**config.mk**
```make
export PLATFORM = sky130hd
export DESIGN_NAME = user_wb_slot_sequencer_flat
export DESIGN_NICKNAME = d
export VERILOG_FILES = /design/src/rtl/user_wb_slot_sequencer_if.sv /design/src/rtl/user_wb_slot_sequencer.sv /design/src/flat_wrapper.sv
export SDC_FILE = /design/constraint.sdc
export NUM_CORES = 1
export LEC_CHECK = 0
export ABC_AREA = 1
export BUFFER_PORTS_ARGS = -buffer_cell sky130_fd_sc_hd__buf_2
export CELL_PAD_IN_SITES_DETAIL_PLACEMENT = 2
export CELL_PAD_IN_SITES_GLOBAL_PLACEMENT = 2
export CORE_MARGIN = 2
export CORE_UTILIZATION = 26
export DETAILED_ROUTE_END_ITERATION = 16
export GPL_TIMING_DRIVEN = 0
export PLACE_DENSITY_LB_ADDON = 0.08
export SYNTH_ARGS = -nofsm -noshare
export SYNTH_HDL_FRONTEND = slang
export SYNTH_SLANG_ARGS = --single-unit
export TNS_END_PERCENT = 50
```
**constraint.sdc**
```tcl
create_clock -name wb_clk_i -period 4.9 [get_ports wb_clk_i]
set_clock_uncertainty 0.2 [all_clocks]
set_input_delay 0.245 -clock wb_clk_i [delete_from_list [all_inputs] [get_ports wb_clk_i]]
set_output_delay 0.245 -clock wb_clk_i [all_outputs]
set_load 0.02 [all_outputs]
```
**src/rtl/user_wb_slot_sequencer_if.sv**
```systemverilog
// Bus bundle between the management Wishbone port, the slot sequencer and the
// per-slot downstream ports. The sequencer uses the slave view; the host side uses master.
interface user_wb_slot_sequencer_if #(
    parameter int NSLV = 4
);
    logic                 wbs_cyc_i;
    logic                 wbs_stb_i;
    logic                 wbs_we_i;
    logic [3:0]           wbs_sel_i;
    logic [31:0]          wbs_adr_i;
    logic [31:0]          wbs_dat_i;
    logic                 wbs_ack_o;
    logic [31:0]          wbs_dat_o;
    logic                 s_cyc_o;
    logic [NSLV-1:0]      s_stb_o;
    logic                 s_we_o;
    logic [3:0]           s_sel_o;
    logic [31:0]          s_adr_o;
    logic [31:0]          s_dat_o;
    logic [NSLV-1:0]      s_ack_i;
    logic [NSLV*32-1:0]   s_dat_i;

    modport slave (
        input  wbs_cyc_i, wbs_stb_i, wbs_we_i, wbs_sel_i, wbs_adr_i, wbs_dat_i,
        output wbs_ack_o, wbs_dat_o,
        output s_cyc_o, s_stb_o, s_we_o, s_sel_o, s_adr_o, s_dat_o,
        input  s_ack_i, s_dat_i
    );

    modport master (
        output wbs_cyc_i, wbs_stb_i, wbs_we_i, wbs_sel_i, wbs_adr_i, wbs_dat_i,
        input  wbs_ack_o, wbs_dat_o,
        input  s_cyc_o, s_stb_o, s_we_o, s_sel_o, s_adr_o, s_dat_o,
        output s_ack_i, s_dat_i
    );
endinterface

```
**src/rtl/user_wb_slot_sequencer.sv**
```systemverilog
// Shares the user-area Wishbone slave port among NSLV sub-project slots: decodes the
// address to a slot, re-issues the access there, and returns one registered ack (or a timeout error).
module user_wb_slot_sequencer #(
    parameter int          NSLV     = 4,
    parameter logic [31:0] BASE_ADR = 32'h3000_0000,
    parameter logic [31:0] ADR_MASK = 32'hFFF0_0000,
    parameter int          SEL_LSB  = 16,
    parameter int          TIMEOUT  = 255
) (
    input  logic                    wb_clk_i,
    input  logic                    wb_rst_n_i,
    user_wb_slot_sequencer_if.slave bus,
    output logic                    busy_o,
    output logic [7:0]              err_cnt_o
);
    localparam int SW = $clog2(NSLV);
    localparam logic [31:0] ERR_DATA = 32'hDEAD_BEEF;

    typedef enum logic [1:0] {IDLE, FWD, ACK, ERR} state_t;

    state_t        state_q, state_d;
    logic [SW-1:0] slot_q, slot_d;
    logic          we_q, we_d;
    logic [3:0]    sel_q, sel_d;
    logic [31:0]   adr_q, adr_d;
    logic [31:0]   dat_q, dat_d;
    logic [7:0]    wait_q, wait_d;
    logic [7:0]    err_q, err_d;
    logic          ack_q, ack_d;
    logic [31:0]   rdat_q, rdat_d;

    logic hit;
    logic req;

    assign hit = (bus.wbs_adr_i & ADR_MASK) == BASE_ADR;
    assign req = bus.wbs_cyc_i && bus.wbs_stb_i;

    always_ff @(posedge wb_clk_i or negedge wb_rst_n_i) begin
        if (!wb_rst_n_i) begin
            state_q <= IDLE;
            slot_q  <= '0;
            we_q    <= 1'b0;
            sel_q   <= '0;
            adr_q   <= '0;
            dat_q   <= '0;
            wait_q  <= '0;
            err_q   <= '0;
            ack_q   <= 1'b0;
            rdat_q  <= '0;
        end else begin
            state_q <= state_d;
            slot_q  <= slot_d;
            we_q    <= we_d;
            sel_q   <= sel_d;
            adr_q   <= adr_d;
            dat_q   <= dat_d;
            wait_q  <= wait_d;
            err_q   <= err_d;
            ack_q   <= ack_d;
            rdat_q  <= rdat_d;
        end
    end

    always_comb begin
        state_d = state_q;
        slot_d  = slot_q;
        we_d    = we_q;
        sel_d   = sel_q;
        adr_d   = adr_q;
        dat_d   = dat_q;
        wait_d  = wait_q;
        err_d   = err_q;
        ack_d   = 1'b0;
        rdat_d  = rdat_q;
        case (state_q)
            IDLE: begin
                if (req && hit) begin
                    slot_d  = bus.wbs_adr_i[SEL_LSB +: SW];
                    we_d    = bus.wbs_we_i;
                    sel_d   = bus.wbs_sel_i;
                    adr_d   = bus.wbs_adr_i;
                    dat_d   = bus.wbs_dat_i;
                    wait_d  = '0;
                    state_d = FWD;
                end else if (req) begin
                    ack_d   = 1'b1;
                    rdat_d  = ERR_DATA;
                    state_d = ERR;
                end
            end
            FWD: begin
                // An abort by the host wins over a same-cycle slot ack or timeout.
                if (!bus.wbs_cyc_i) begin
                    state_d = IDLE;
                end else if (bus.s_ack_i[slot_q]) begin
                    ack_d   = 1'b1;
                    rdat_d  = bus.s_dat_i[32*slot_q +: 32];
                    state_d = ACK;
                end else if (wait_q == 8'(TIMEOUT - 1)) begin
                    ack_d   = 1'b1;
                    rdat_d  = ERR_DATA;
                    state_d = ERR;
                    if (err_q != 8'hFF) err_d = err_q + 8'd1;
                end else begin
                    wait_d = wait_q + 8'd1;
                end
            end
            ACK:     state_d = IDLE;
            ERR:     state_d = IDLE;
            default: state_d = IDLE;
        endcase
    end

    // Strobe and cycle decode straight from the state register so an async reset drops them at once.
    assign bus.s_cyc_o   = (state_q == FWD);
    assign bus.s_stb_o   = (state_q == FWD) ? (NSLV'(1) << slot_q) : '0;
    assign bus.s_we_o    = we_q;
    assign bus.s_sel_o   = sel_q;
    assign bus.s_adr_o   = adr_q;
    assign bus.s_dat_o   = dat_q;
    assign bus.wbs_ack_o = ack_q;
    assign bus.wbs_dat_o = rdat_q;
    assign busy_o        = (state_q != IDLE);
    assign err_cnt_o     = err_q;
endmodule

```
**src/flat_wrapper.sv**
```systemverilog
// flat-port wrapper written by rule: the top's interface ports become plain ports
module user_wb_slot_sequencer_flat 
#(
    parameter int          NSLV     = 4,
    parameter logic [31:0] BASE_ADR = 32'h3000_0000,
    parameter logic [31:0] ADR_MASK = 32'hFFF0_0000,
    parameter int          SEL_LSB  = 16,
    parameter int          TIMEOUT  = 255
)
  (wb_clk_i, wb_rst_n_i, busy_o, err_cnt_o, bus_wbs_cyc_i, bus_wbs_stb_i, bus_wbs_we_i, bus_wbs_sel_i, bus_wbs_adr_i, bus_wbs_dat_i, bus_wbs_ack_o, bus_wbs_dat_o, bus_s_cyc_o, bus_s_stb_o, bus_s_we_o, bus_s_sel_o, bus_s_adr_o, bus_s_dat_o, bus_s_ack_i, bus_s_dat_i);
  user_wb_slot_sequencer_if #(.NSLV(NSLV)) bus_i ();
  input  logic wb_clk_i;
  input  logic wb_rst_n_i;
  output logic busy_o;
  output logic [7:0] err_cnt_o;
  input wire logic [$bits(bus_i.wbs_cyc_i)-1:0] bus_wbs_cyc_i;
  input wire logic [$bits(bus_i.wbs_stb_i)-1:0] bus_wbs_stb_i;
  input wire logic [$bits(bus_i.wbs_we_i)-1:0] bus_wbs_we_i;
  input wire logic [$bits(bus_i.wbs_sel_i)-1:0] bus_wbs_sel_i;
  input wire logic [$bits(bus_i.wbs_adr_i)-1:0] bus_wbs_adr_i;
  input wire logic [$bits(bus_i.wbs_dat_i)-1:0] bus_wbs_dat_i;
  output wire logic [$bits(bus_i.wbs_ack_o)-1:0] bus_wbs_ack_o;
  output wire logic [$bits(bus_i.wbs_dat_o)-1:0] bus_wbs_dat_o;
  output wire logic [$bits(bus_i.s_cyc_o)-1:0] bus_s_cyc_o;
  output wire logic [$bits(bus_i.s_stb_o)-1:0] bus_s_stb_o;
  output wire logic [$bits(bus_i.s_we_o)-1:0] bus_s_we_o;
  output wire logic [$bits(bus_i.s_sel_o)-1:0] bus_s_sel_o;
  output wire logic [$bits(bus_i.s_adr_o)-1:0] bus_s_adr_o;
  output wire logic [$bits(bus_i.s_dat_o)-1:0] bus_s_dat_o;
  input wire logic [$bits(bus_i.s_ack_i)-1:0] bus_s_ack_i;
  input wire logic [$bits(bus_i.s_dat_i)-1:0] bus_s_dat_i;
  assign bus_i.wbs_cyc_i = bus_wbs_cyc_i;
  assign bus_i.wbs_stb_i = bus_wbs_stb_i;
  assign bus_i.wbs_we_i = bus_wbs_we_i;
  assign bus_i.wbs_sel_i = bus_wbs_sel_i;
  assign bus_i.wbs_adr_i = bus_wbs_adr_i;
  assign bus_i.wbs_dat_i = bus_wbs_dat_i;
  assign bus_wbs_ack_o = bus_i.wbs_ack_o;
  assign bus_wbs_dat_o = bus_i.wbs_dat_o;
  assign bus_s_cyc_o = bus_i.s_cyc_o;
  assign bus_s_stb_o = bus_i.s_stb_o;
  assign bus_s_we_o = bus_i.s_we_o;
  assign bus_s_sel_o = bus_i.s_sel_o;
  assign bus_s_adr_o = bus_i.s_adr_o;
  assign bus_s_dat_o = bus_i.s_dat_o;
  assign bus_i.s_ack_i = bus_s_ack_i;
  assign bus_i.s_dat_i = bus_s_dat_i;
  user_wb_slot_sequencer #(.NSLV(NSLV), .BASE_ADR(BASE_ADR), .ADR_MASK(ADR_MASK), .SEL_LSB(SEL_LSB), .TIMEOUT(TIMEOUT)) u_core (.wb_clk_i(wb_clk_i), .wb_rst_n_i(wb_rst_n_i), .bus(bus_i), .busy_o(busy_o), .err_cnt_o(err_cnt_o));
endmodule
```
== Word level (Yosys, flattened, before mapping) ==
Index checks and enable logic that the tools add are counted.
W data, S select, Z words.
Cells by class
  $add $sub $neg: 2
  multiplexer cells: 26
  order comparisons: 1
  reduce and logical (&&, ||, !) cells: 11
  shifts and indexed selects: 2
  bitwise logic cells: 1
  equal/unequal tests: 15
  div/mod/pow operators: 0
  multiply operators: 0
Operators by type and width (number)
  $mux W32: 5
  $shiftx A128 B8 Y32: 1
  $pmux W32 S2: 1
  $mux W8: 4
  $add A8 B1 Y8 const B: 2
  $pmux W8 S2: 1
  $reduce_and A5 Y1: 3
  $eq A12 B10 Y1 const B: 1
  $mux W2: 5
  $eq A8 B8 Y1 const B: 1
  $ne A2 B2 Y1 const B: 4
  $ne A8 B8 Y1 const B: 1
  $mux W1: 6
  $ne A3 B1 Y1 const B: 2
  $pmux W2 S3: 1
  $eq A2 B2 Y1 const B: 2
  $mux W4: 1
  $ne A2 B1 Y1 const B: 2
  $ne A4 B2 Y1 const B: 1
  $reduce_and A2 Y1: 2
  $reduce_bool A2 Y1: 2
  $shl A1 B2 Y4 const A: 1
  $lt A2 B3 Y1 const B: 1
  $bmux W1 S2: 1
  other kinds (6): 7
Storage, ports and cells
  input bits: 205
  bits in read-only memories: 0
  latch bits: 0
  memories kept: 0
  register bits after elaboration: 122
  output and inout port bits: 116
  word-level logic and storage cells: 68
  RAM bits: 0

== Longest topological paths before layout ==
Gate-level depths: netlist of run 1.
  word-level depth: 5
  depth in mapped cells: 11

== Worst setup path after synthesis of run 1 ==
OpenSTA, ideal clock, no wires.
  path kind: reg-to-output
  from: register, netlist name u_core.bus.s_adr_o[16]
  to: output bus_s_stb_o[1]
  path slack: 2.974 ns
  data arrival time: 1.481 ns
  stages on the path, launching flop included: 6
  path buffers: 3
  path through: dfrtp_1 > buf_4 > inv_2 > buf_4 > buf_2 > nor3_1
RTL lines
  end: declaration: RTL line flat_wrapper.sv:25  | output wire logic [$bits(bus_i.s_stb_o)-1:0] bus_s_stb_o;

==> results of run 1 <==
==> power by group <==
| group | total (mW) | internal (mW) | leakage (nW) | switching [mW] |
|---|---|---|---|---|
| clock network | 1.29 | 0.762 | 0.279 | 0.530 |
| registers | 1.22 | 1.13 | 1.60 | 0.0919 |
| logic | 0.997 | 0.345 | 3.51 | 0.651 |
| total | 3.51 | 2.24 | 5.39 | 1.27 |
==> routing by layer <==
layer	wire (microns)	vias up	share of wire, %
li1	-	3562	-
met1	12220	3575	41
met2	14890	238	50
met3	2258	29	7.6
met4	454	6	1.5
met5	38	-	0.13
==> how the worst min path moves through the flow <==
stage / start / end
after global placement: u_core.bus.s_adr_o[28] / u_core.bus.s_adr_o[28]
after detailed placement: wb_rst_n_i / u_core.err_cnt_o[7]
after global routing: bus_wbs_cyc_i / u_core.state_q[0]
after CTS: bus_wbs_cyc_i / u_core.state_q[0]
after floorplan: wb_rst_n_i / u_core.bus.s_adr_o[0]
final: bus_wbs_cyc_i / u_core.state_q[0]
==> cell type report <==
class / instances / area [sq um]
Tap cell: 324 / 405.4
Clock buffer: 18 / 429.2
Fill cell: 2868 / 14560
Multi-Input combinational cell: 620 / 2749
Clock inverter: 14 / 161.4
Timing Repair Buffer: 380 / 2226
Antenna cell: 7 / 17.52
Buffer: 49 / 290.3
Sequential cell: 120 / 3003
Inverter: 90 / 337.8
==> critical path, cell delays in order, from the launching register on <==
cell      delay, ps
dfrtp_1         380
buf_2           210
inv_2           200
clkbuf_1        500
nor3_1          110
buf_2           190
==> per-stage QoR <==
stage	worst slack [ps]	hold WS (ps)
2_1_floorplan	2974	-250.6
3_3_place_gp	1554	243.9
3_5_place_dp	2789	50.66
4_1_cts	2363	34.33
5_1_grt	2279	53.54
6_report	2444	44.29
==> cell usage in the layout, fill, tap and decap left out, types with 17 or more instances in the layout <==
cell type / count
inv_1: 87
buf_2: 338
clkbuf_16: 17
nand3_1: 63
nor2_1: 64
nand2_1: 321
o21ai_1: 36
o21ai_0: 29
dfrtp_1: 120
dlygate4sd3_1: 59
a21oi_1: 65
==> flip-flops by register name, summed over array words and instances, names as in the netlist <==
signal                cells
u_core.bus.s_dat_o       32
u_core.state_q            2
u_core.bus.s_sel_o        4
u_core.bus.wbs_dat_o     32
u_core.wait_q             8
u_core.bus.s_we_o         1
u_core.err_cnt_o          8
u_core.bus.wbs_ack_o      1
u_core.bus.s_adr_o       32
==> cell families after synthesis <==
logic type	Yosys count	synth area share (%)
AO/OA/AOI/OAI	134	10.71
XOR/XNOR	6	0.8237
adder cells (fa/ha/maj)	3	0.5884
buffers and inverters	139	9.845
flip-flops	120	47.07
AND/OR/NAND/NOR	477	30.97
==> Yosys cell counts (2+ instances only) <==
master,n,area share (%)
inv_2,3,0.18
buf_4,6,0.71
nor2_2,3,0.29
nand3_1,63,4.9
a21oi_2,2,0.27
nand2_2,3,0.29
nand3_2,5,0.78
nand4_1,9,0.88
nor2_1,64,3.8
ha_1,3,0.59
nor3_1,5,0.39
inv_1,87,5.1
dfrtp_1,120,47
a21oi_1,65,5.1
o21ai_0,29,2.3
o21ai_1,36,2.8
buf_6,8,1.4
xor2_1,5,0.69
buf_1,2,0.12
nand2_1,321,19
buf_2,19,1.5
clkbuf_1,14,0.82
==> impl_metrics.tcl, run 1 <==
set metrics [dict create \
    status "completed" \
    rr_endpoint "u_core.bus.wbs_dat_o[9]" \
    path_max_fanout 10 \
    seq_area_frac_synth_pct 47.07 \
    final_util_pct 39.79 \
    fin_area_sq_um 9619 \
    cts_hold_buf 59 \
    cp-endpoint "bus_s_stb_o[2]" \
    min_path_type "input port to register" \
    reg2reg_from "u_core.bus.s_adr_o[16]" \
    layoutNonFillerInstCount 1622 \
    final_antenna_net_count 0 \
    critPathLaunchType "register" \
    portBuffers 320 \
    vias_per_cell 4.568 \
    ys_seq_elements 120 \
    clockBufferDepth 2 \
    drive_gt1_share_pct 31.29 \
    fp.dieW_microns 160.6 \
    grtUsageMet1_pct 27.29 \
    die_height_microns 160.6 \
    period_share_pct 50.12 \
    grt_pass1_wl_mm 46.51 \
    ys.flop_type "dfrtp_1" \
    grt-busiest-layer "met2" \
    ctsResizeCount 0 \
    grt_use_met2_pct 41.46 \
    h-tree-depth 4 \
    cp-end-kind "primary output" \
    first_global_vias 8308 \
    dpl.hpwl_mm 21.78 \
    ir_worst_vdd_mv 0.2219 \
    crit_required_ps 4450 \
    synth-edff-count 0 \
    routed_wl_mm 29.86 \
    remaining_drc_errors 0 \
    tightest_slew_ps 601.1 \
    coreArea_sq_um 24180 \
    cts_buffers 17 \
    detail_route.first_pass.iterations 4 \
    max_slew_margin_pct 59.92 \
    wl_per_cell_microns 18.41 \
    crit_start "u_core.bus.s_adr_o[17]" \
    power_density_nw_per_um2 364.9 \
    use_met3_pct 7.877 \
    post_synth_num_cell_types 29 \
    synth_area_sq_um 6380 \
    ios 321 \
    die_area_sq_um 25810 \
    syn2layout_area_growth_pct 50.77 \
    cts_setup_buffers 0 \
    setup_viol 0 \
    grt_start_max_net_pins 70 \
    maxSlewViolCount 0 \
    gr-total-overflow 0 \
    final_nets 1486 \
    cts.clk_slew.worst_paths_ps 60 \
    rsz0062_at_grt "false" \
    maxCapViolCount 0 \
    synth_warnings 0 \
    place_congestion 0.7770 \
    start_util_pct 26.39 \
    insertion_delay_ps 420 \
    clock-sinks 120 \
    path_class "register to primary output" \
    finalPower_mw 3.511 \
    async_reset_ff_share_pct 100.0 \
    dp_cells 1524 \
    antenna_found_initial 10 \
    min_path_cells 4 \
    cts_tree "yes" \
    finalHoldViolations 0 \
    leakage_nw 5.387 \
    postSynthCellCount 879 \
    final.setup.tns_ps 0 \
    fmax_mhz 407.2 \
    worstPathArrival_ps 2010 \
    syn-mean-instance-area_sq_um 7.258 \
    dpl_cell_area_sq_um 8421 \
    vias 7410 \
    synth_nets 1087 \
    reg2regPathDepth 10 \
    grt_usage_pct 23.39 \
    reg2reg_slack_ps 2830 \
    min_period_ps 2456 \
    std_cell_rows 57 \
    drtIter0Drc 250 \
    cts_root_buf "clkbuf_16" \
]
(Power assumes the default switching activity.)
==> run 2: changes to the inputs <==
- ABC_AREA: 1 -> 0
- CORE_UTILIZATION: 26 -> 27
- clock period: 4.9 -> 2.6 ns (I/O delays scaled with it)
==> run 2 against run 1 <==
  * Synthesized cell count down 52%
  * Largest cell class unchanged
  * Worst hold slack worse by 35 ps
  * Highest routed layer unchanged
  * Non-clock buffer count up 7
  * Clock power grew 88%
  * Utilization up 4.4 points
  * Sequential share of layout area grew 1.3 points
==> impl_metrics.tcl, run 2 <==
set metrics [dict create \
    die_area_sq_um 22310 \
    grt_usage_pct 19.82 \
    dr_wl_met2_mm 11.76 \
    reg2reg_from "u_core.bus.s_adr_o[16]" \
    std_cell_rows 53 \
    cts_root_buf "clkbuf_16" \
    cts_tree "yes" \
    clock-sinks 120 \
    fin_area_sq_um 9224 \
    seq_area_frac_synth_pct 52.62 \
    yosysTopAreaCellShare_pct 52.62 \
    drt-met1-wl_mm 7.877 \
    maxSlewViolCount 0 \
    critPathLaunchType "register" \
    async_reset_ff_share_pct 100.0 \
    first_global_vias 6217 \
    final_antenna_net_count 0 \
    ir_worst_vdd_mv 0.3669 \
    detail_route.first_pass.iterations 4 \
    portBuffers 320 \
    layoutNonFillerInstCount 1138 \
    clockBufferDepth 2 \
    status "completed" \
    fp.dieW_microns 149.4 \
    synthTopCellsByArea "dfrtp_1 53%, mux2_2 13%, mux4_2 13%" \
    final_common_cell "buf_2" \
    vias_per_cell 4.556 \
    insertion_delay_ps 410 \
    leakage_nw 5.088 \
    top_layer "met5" \
    rsz0062_at_grt "true" \
    max_slew_margin_pct 59.21 \
    ios 321 \
    cp-end-kind "register" \
    crit_start "u_core.bus.s_adr_o[16]" \
    wl_per_cell_microns 18.74 \
    crit_required_ps 2690 \
    worstPathArrival_ps 2640 \
    path_class "register to register" \
    layout.cells.most_common_list "327 x buf_2, 120 x dfrtp_1, 90 x dlygate4sd3_1, 66 x mux2_2, 33 x mux4_2" \
    drive_gt1_share_pct 55.04 \
    finalHoldViolations 0 \
    synthTopCellsByCount "120 x dfrtp_1, 66 x mux2_2, 33 x mux4_2" \
    path_max_fanout 10 \
    cts.clk_slew.worst_paths_ps 60 \
    dpl_cell_area_sq_um 7686 \
    synth_warnings 0 \
    remaining_drc_errors 0 \
    tightest_slew_ps 609.2 \
    place_congestion 0.7115 \
    grt_start_max_net_pins 76 \
    dpl.hpwl_mm 15.88 \
    ys_seq_elements 120 \
    grt_pass1_wl_mm 33.62 \
    synth-edff-count 0 \
    setup_viol 0 \
    ys.flop_type "dfrtp_1" \
    synth_nets 628 \
    post_synth_num_cell_types 42 \
    min_path_type "input port to register" \
    vias 5185 \
    period_share_pct 98.05 \
    synth.largest_area_cell "dfrtp_1" \
    syn2layout_area_growth_pct 61.63 \
    dp_cells 1016 \
    routed_wl_mm 21.33 \
    route.met3.wl_mm 1.385 \
    maxCapViolCount 0 \
    h-tree-depth 4 \
    die_height_microns 149.4 \
    antenna_found_initial 1 \
    cts_buffers 17 \
    start_util_pct 27.32 \
    antenna_cells 0 \
    syn-mean-instance-area_sq_um 13.59 \
    drtIter0Drc 99 \
    synth_area_sq_um 5707 \
    min_period_ps 2549 \
    finalPower_mw 5.051 \
    power_density_nw_per_um2 547.6 \
    coreArea_sq_um 20890 \
    min_from "bus_s_dat_i[23]" \
    synth.most_common_cell "dfrtp_1" \
    postSynthCellCount 420 \
    fmax_mhz 392.3 \
    gr-total-overflow 0 \
    final_nets 1059 \
]
## run 2: cell count changes after synthesis, moves of 36 or more
| cell | previous run | this run |
|---|---|---|
| nand2_1 | 321 | 10 |
| nand3_1 | 63 | 7 |
| mux2_2 | 0 | 66 |
| inv_1 | 87 | 30 |
| nor2_1 | 64 | 28 |
| a21oi_1 | 65 | 5 |
| o21ai_1 | 36 | 0 |
## run 2: layout make-up
class | count | area, sq um
Clock inverter | 13 | 168.9
Timing Repair Buffer | 412 | 2544
Fill cell | 2157 | 11660
Tap cell | 275 | 344.1
Buffer | 24 | 143.9
Clock buffer | 18 | 439.2
Multi-Input combinational cell | 246 | 2469
Sequential cell | 120 | 3003
Inverter | 30 | 112.6
## run 2: routing by layer
metal,global-route usage [%],vias to the layer above
li1,-,2371
met1,21.58,2579
met2,37.16,215
met3,5.443,18
met4,6.095,2
met5,0,-
## run 2: report_power, final
part           switching [mW]  leakage, nW  internal (mW)
clock                   0.895        0.285           1.54
sequential             0.0427         1.55           1.93
combinational           0.303         3.25          0.347
## run 2: worst max-delay path: stages (launching register included)
cell and delay (ps):
dfrtp_1 460, mux4_2 640, a21oi_1 170, o22a_1 180, buf_2 220, buf_6 190, mux2_2 350
## run 2: path summary, 6_finish.rpt
check / to / slack [ps] / cells past startpoint
worst max-delay path: u_core.bus.wbs_dat_o[8] / 50 / 6
worst min-delay path: u_core.bus.wbs_dat_o[23] / 9 / 4
worst max register to register: u_core.bus.wbs_dat_o[8] / 50 / 6
worst min register to register: u_core.bus.s_adr_o[28] / 260 / 1
max in group asynchronous: u_core.bus.s_adr_o[13] / 1430 / 3
min in group asynchronous: u_core.err_cnt_o[6] / 30 / 2
## run 2: kinds of logic after synthesis
logic type	count (synthesis)	share of synthesized area, %
adder cells (fa/ha/maj)	3	0.6578
flip-flops	120	52.62
AND/OR/NAND/NOR	93	8.661
buffers and inverters	54	4.210
AO/OA/AOI/OAI	20	2.521
multiplexers	123	30.26
XOR/XNOR	7	1.074
## run 2: what timing repair did
action                                 in CTS  in global routing
hold buffers                               90                  0
setup endpoints to repair                   5                 19
setup buffers                               0                  1
resized for setup                           1                  8
endpoints found under the hold margin     188                  0
## run 2: through the flow
step / hold WS (ps) / setup slack, ps / util, % / setup TNS, ps
after detailed placement: -85.73 / -30.43 / 36.80 / -30.43
after global placement: 163.2 / -431.7 / 36.63 / -50080
after global routing: 12.78 / -12.00 / 44.16 / -22.98
after CTS: 0.6658 / 12.15 / 44.03 / 0
final: 9.202 / 50.81 / 44.16 / 0
after floorplan: -365.6 / 315.4 / - / 0
==> run 3: changes to the inputs <==
- CAP_MARGIN: not set -> 20
- PLACE_DENSITY_LB_ADDON: 0.08 -> 0.15
==> run 3 against run 2 <==
  * Non-clock buffer count grew 20
  * Highest routed layer is now met4
  * Clock power shrank 2%
  * Cell count grew 1.8%
  * Sequential cell count is the same
  * Via count grew 2.9%
  * Sequential share of layout area shrank 0.68 points
  * Critical path depth shrank 2
  * Die area is the same
  * Sequential power is essentially flat
  * Largest cell class unchanged
  * First-iteration DRC count grew 14%
==> impl_metrics.tcl, run 3 (synthesis gave the netlist of run 2 again) <==
set metrics [dict create \
    finalHoldViolations 0 \
    min_path_cells 4 \
    final_nets 1079 \
    cts_root_buf "clkbuf_16" \
    status "completed" \
    reg2reg_from "u_core.bus.s_adr_o[16]" \
    syn2layout_area_growth_pct 65.07 \
    min_period_ps 2488 \
    drive_gt1_share_pct 53.85 \
    reg2regPathDepth 4 \
    final_util_pct 45.10 \
    wl_per_cell_microns 20.02 \
    clock-sinks 120 \
    vias 5336 \
    drtIter0Drc 113 \
    die_height_microns 149.4 \
    maxCapViolCount 0 \
    worstPathArrival_ps 2640 \
    die_area_sq_um 22310 \
    dpl.hpwl_mm 15.79 \
    place_congestion 0.7574 \
    rr_endpoint "u_core.state_q[0]" \
    detail_route.first_pass.iterations 4 \
    path_class "register to register" \
    cts_buffers 17 \
    first_global_vias 6296 \
    remaining_drc_errors 0 \
    antenna_found_initial 0 \
    path_max_fanout 10 \
    min_to "u_core.bus.wbs_dat_o[11]" \
    fmax_mhz 401.9 \
    h-tree-depth 4 \
    maxSlewViolCount 0 \
    period_share_pct 95.70 \
    critPathLaunchType "register" \
    grtUsageMet1_pct 22.95 \
    layout.cells.most_common_list "329 x buf_2, 120 x dfrtp_1, 111 x dlygate4sd3_1, 66 x mux2_2, 33 x mux4_2" \
    insertion_delay_ps 410 \
    start_util_pct 27.32 \
    antenna_cells 0 \
    reg2reg_slack_ps 110 \
    min_path_type "input port to register" \
    gr-total-overflow 0 \
    cts_tree "yes" \
    coreArea_sq_um 20890 \
    min_from "bus_s_dat_i[75]" \
    setup_viol 0 \
    vias_per_cell 4.604 \
    grt_usage_pct 21.29 \
    cts.clk_slew.worst_paths_ps 60 \
    portBuffers 320 \
    final_common_cell "buf_2" \
    use_met3_pct 5.841 \
    grt_pass1_wl_mm 35.73 \
    cp-end-kind "register" \
    clockBufferDepth 2 \
    finalPower_mw 5.044 \
    ios 321 \
    leakage_nw 5.162 \
    final_antenna_net_count 0 \
    tightest_slew_ps 657.2 \
    grt-busiest-layer "met2" \
    ir_worst_vdd_mv 0.3068 \
    std_cell_rows 53 \
    fp.dieW_microns 149.4 \
    crit_required_ps 2750 \
    power_density_nw_per_um2 535.4 \
    crit_start "u_core.bus.s_adr_o[16]" \
    routed_wl_mm 23.20 \
    grt_use_met2_pct 39.15 \
    grt_start_max_net_pins 87 \
    max_slew_margin_pct 55.59 \
    rsz0062_at_grt "true" \
]
-- run 3: layout make-up --
cell class / instances / area [sq um]
fill: 2139 / 11470
sequential: 120 / 3003
timing repair buffer: 432 / 2746
multi-input combinational: 246 / 2475
clock buffer: 19 / 452.9
tap: 275 / 344.1
clock inverter: 13 / 145.1
buffer: 24 / 141.4
inverter: 30 / 112.6
-- run 3: worst max path at each step --
stage / endpoint / slack, ps
after floorplan: u_core.bus.wbs_dat_o[14] / 320
after global placement: u_core.bus.wbs_dat_o[7] / -420
after detailed placement: u_core.bus.wbs_dat_o[12] / -30
after CTS: bus_s_stb_o[2] / 30
after global routing: u_core.wait_q[0] / -20
final: u_core.state_q[0] / 110
-- run 3: metal layers --
layer | vias to the layer above | wire length (microns) | share of wire (%)
met5 | - | 0 | 0
met4 | 0 | 623 | 2.7
met3 | 39 | 1501 | 6.5
met2 | 248 | 12520 | 54
met1 | 2643 | 8558 | 37
li1 | 2406 | - | -
-- run 3: metrics by stage --
stage	instances	area, sq um	TNS (ps)	hold slack (ps)	setup slack (ps)
finish	1159	9420	0	17.19	111.8
global route	1159	9420	-54.92	5.164	-17.58
detailed placement	1016	7686	-26.19	-127.4	-26.19
floorplan	420	5707	0	-365.6	315.4
global placement	1015	7652	-49390	164.3	-424.3
CTS	1159	9397	0	0.5110	28.82
-- run 3: what timing repair did --
action / in CTS / in global routing
resized for setup: 1 / 10
setup buffers: 0 / 0
hold buffers: 111 / 0
hold endpoints to repair: 193 / 0
setup endpoints to repair: 6 / 16
-- run 3: worst max-delay path, stage by stage (launching register included) --
cell and delay, ps:
dfrtp_1 420, mux4_2 620, buf_2 230, a2111oi_2 370, dlygate4sd3_1 590
-- run 3: where the power goes --
part           leakage [nW]  switching [mW]  total, mW  internal (mW)
clock network         0.275           0.916       2.39           1.47
registers              1.55          0.0453       1.97           1.93
logic                  3.34           0.318      0.686          0.368
total                  5.16            1.28       5.04           3.76
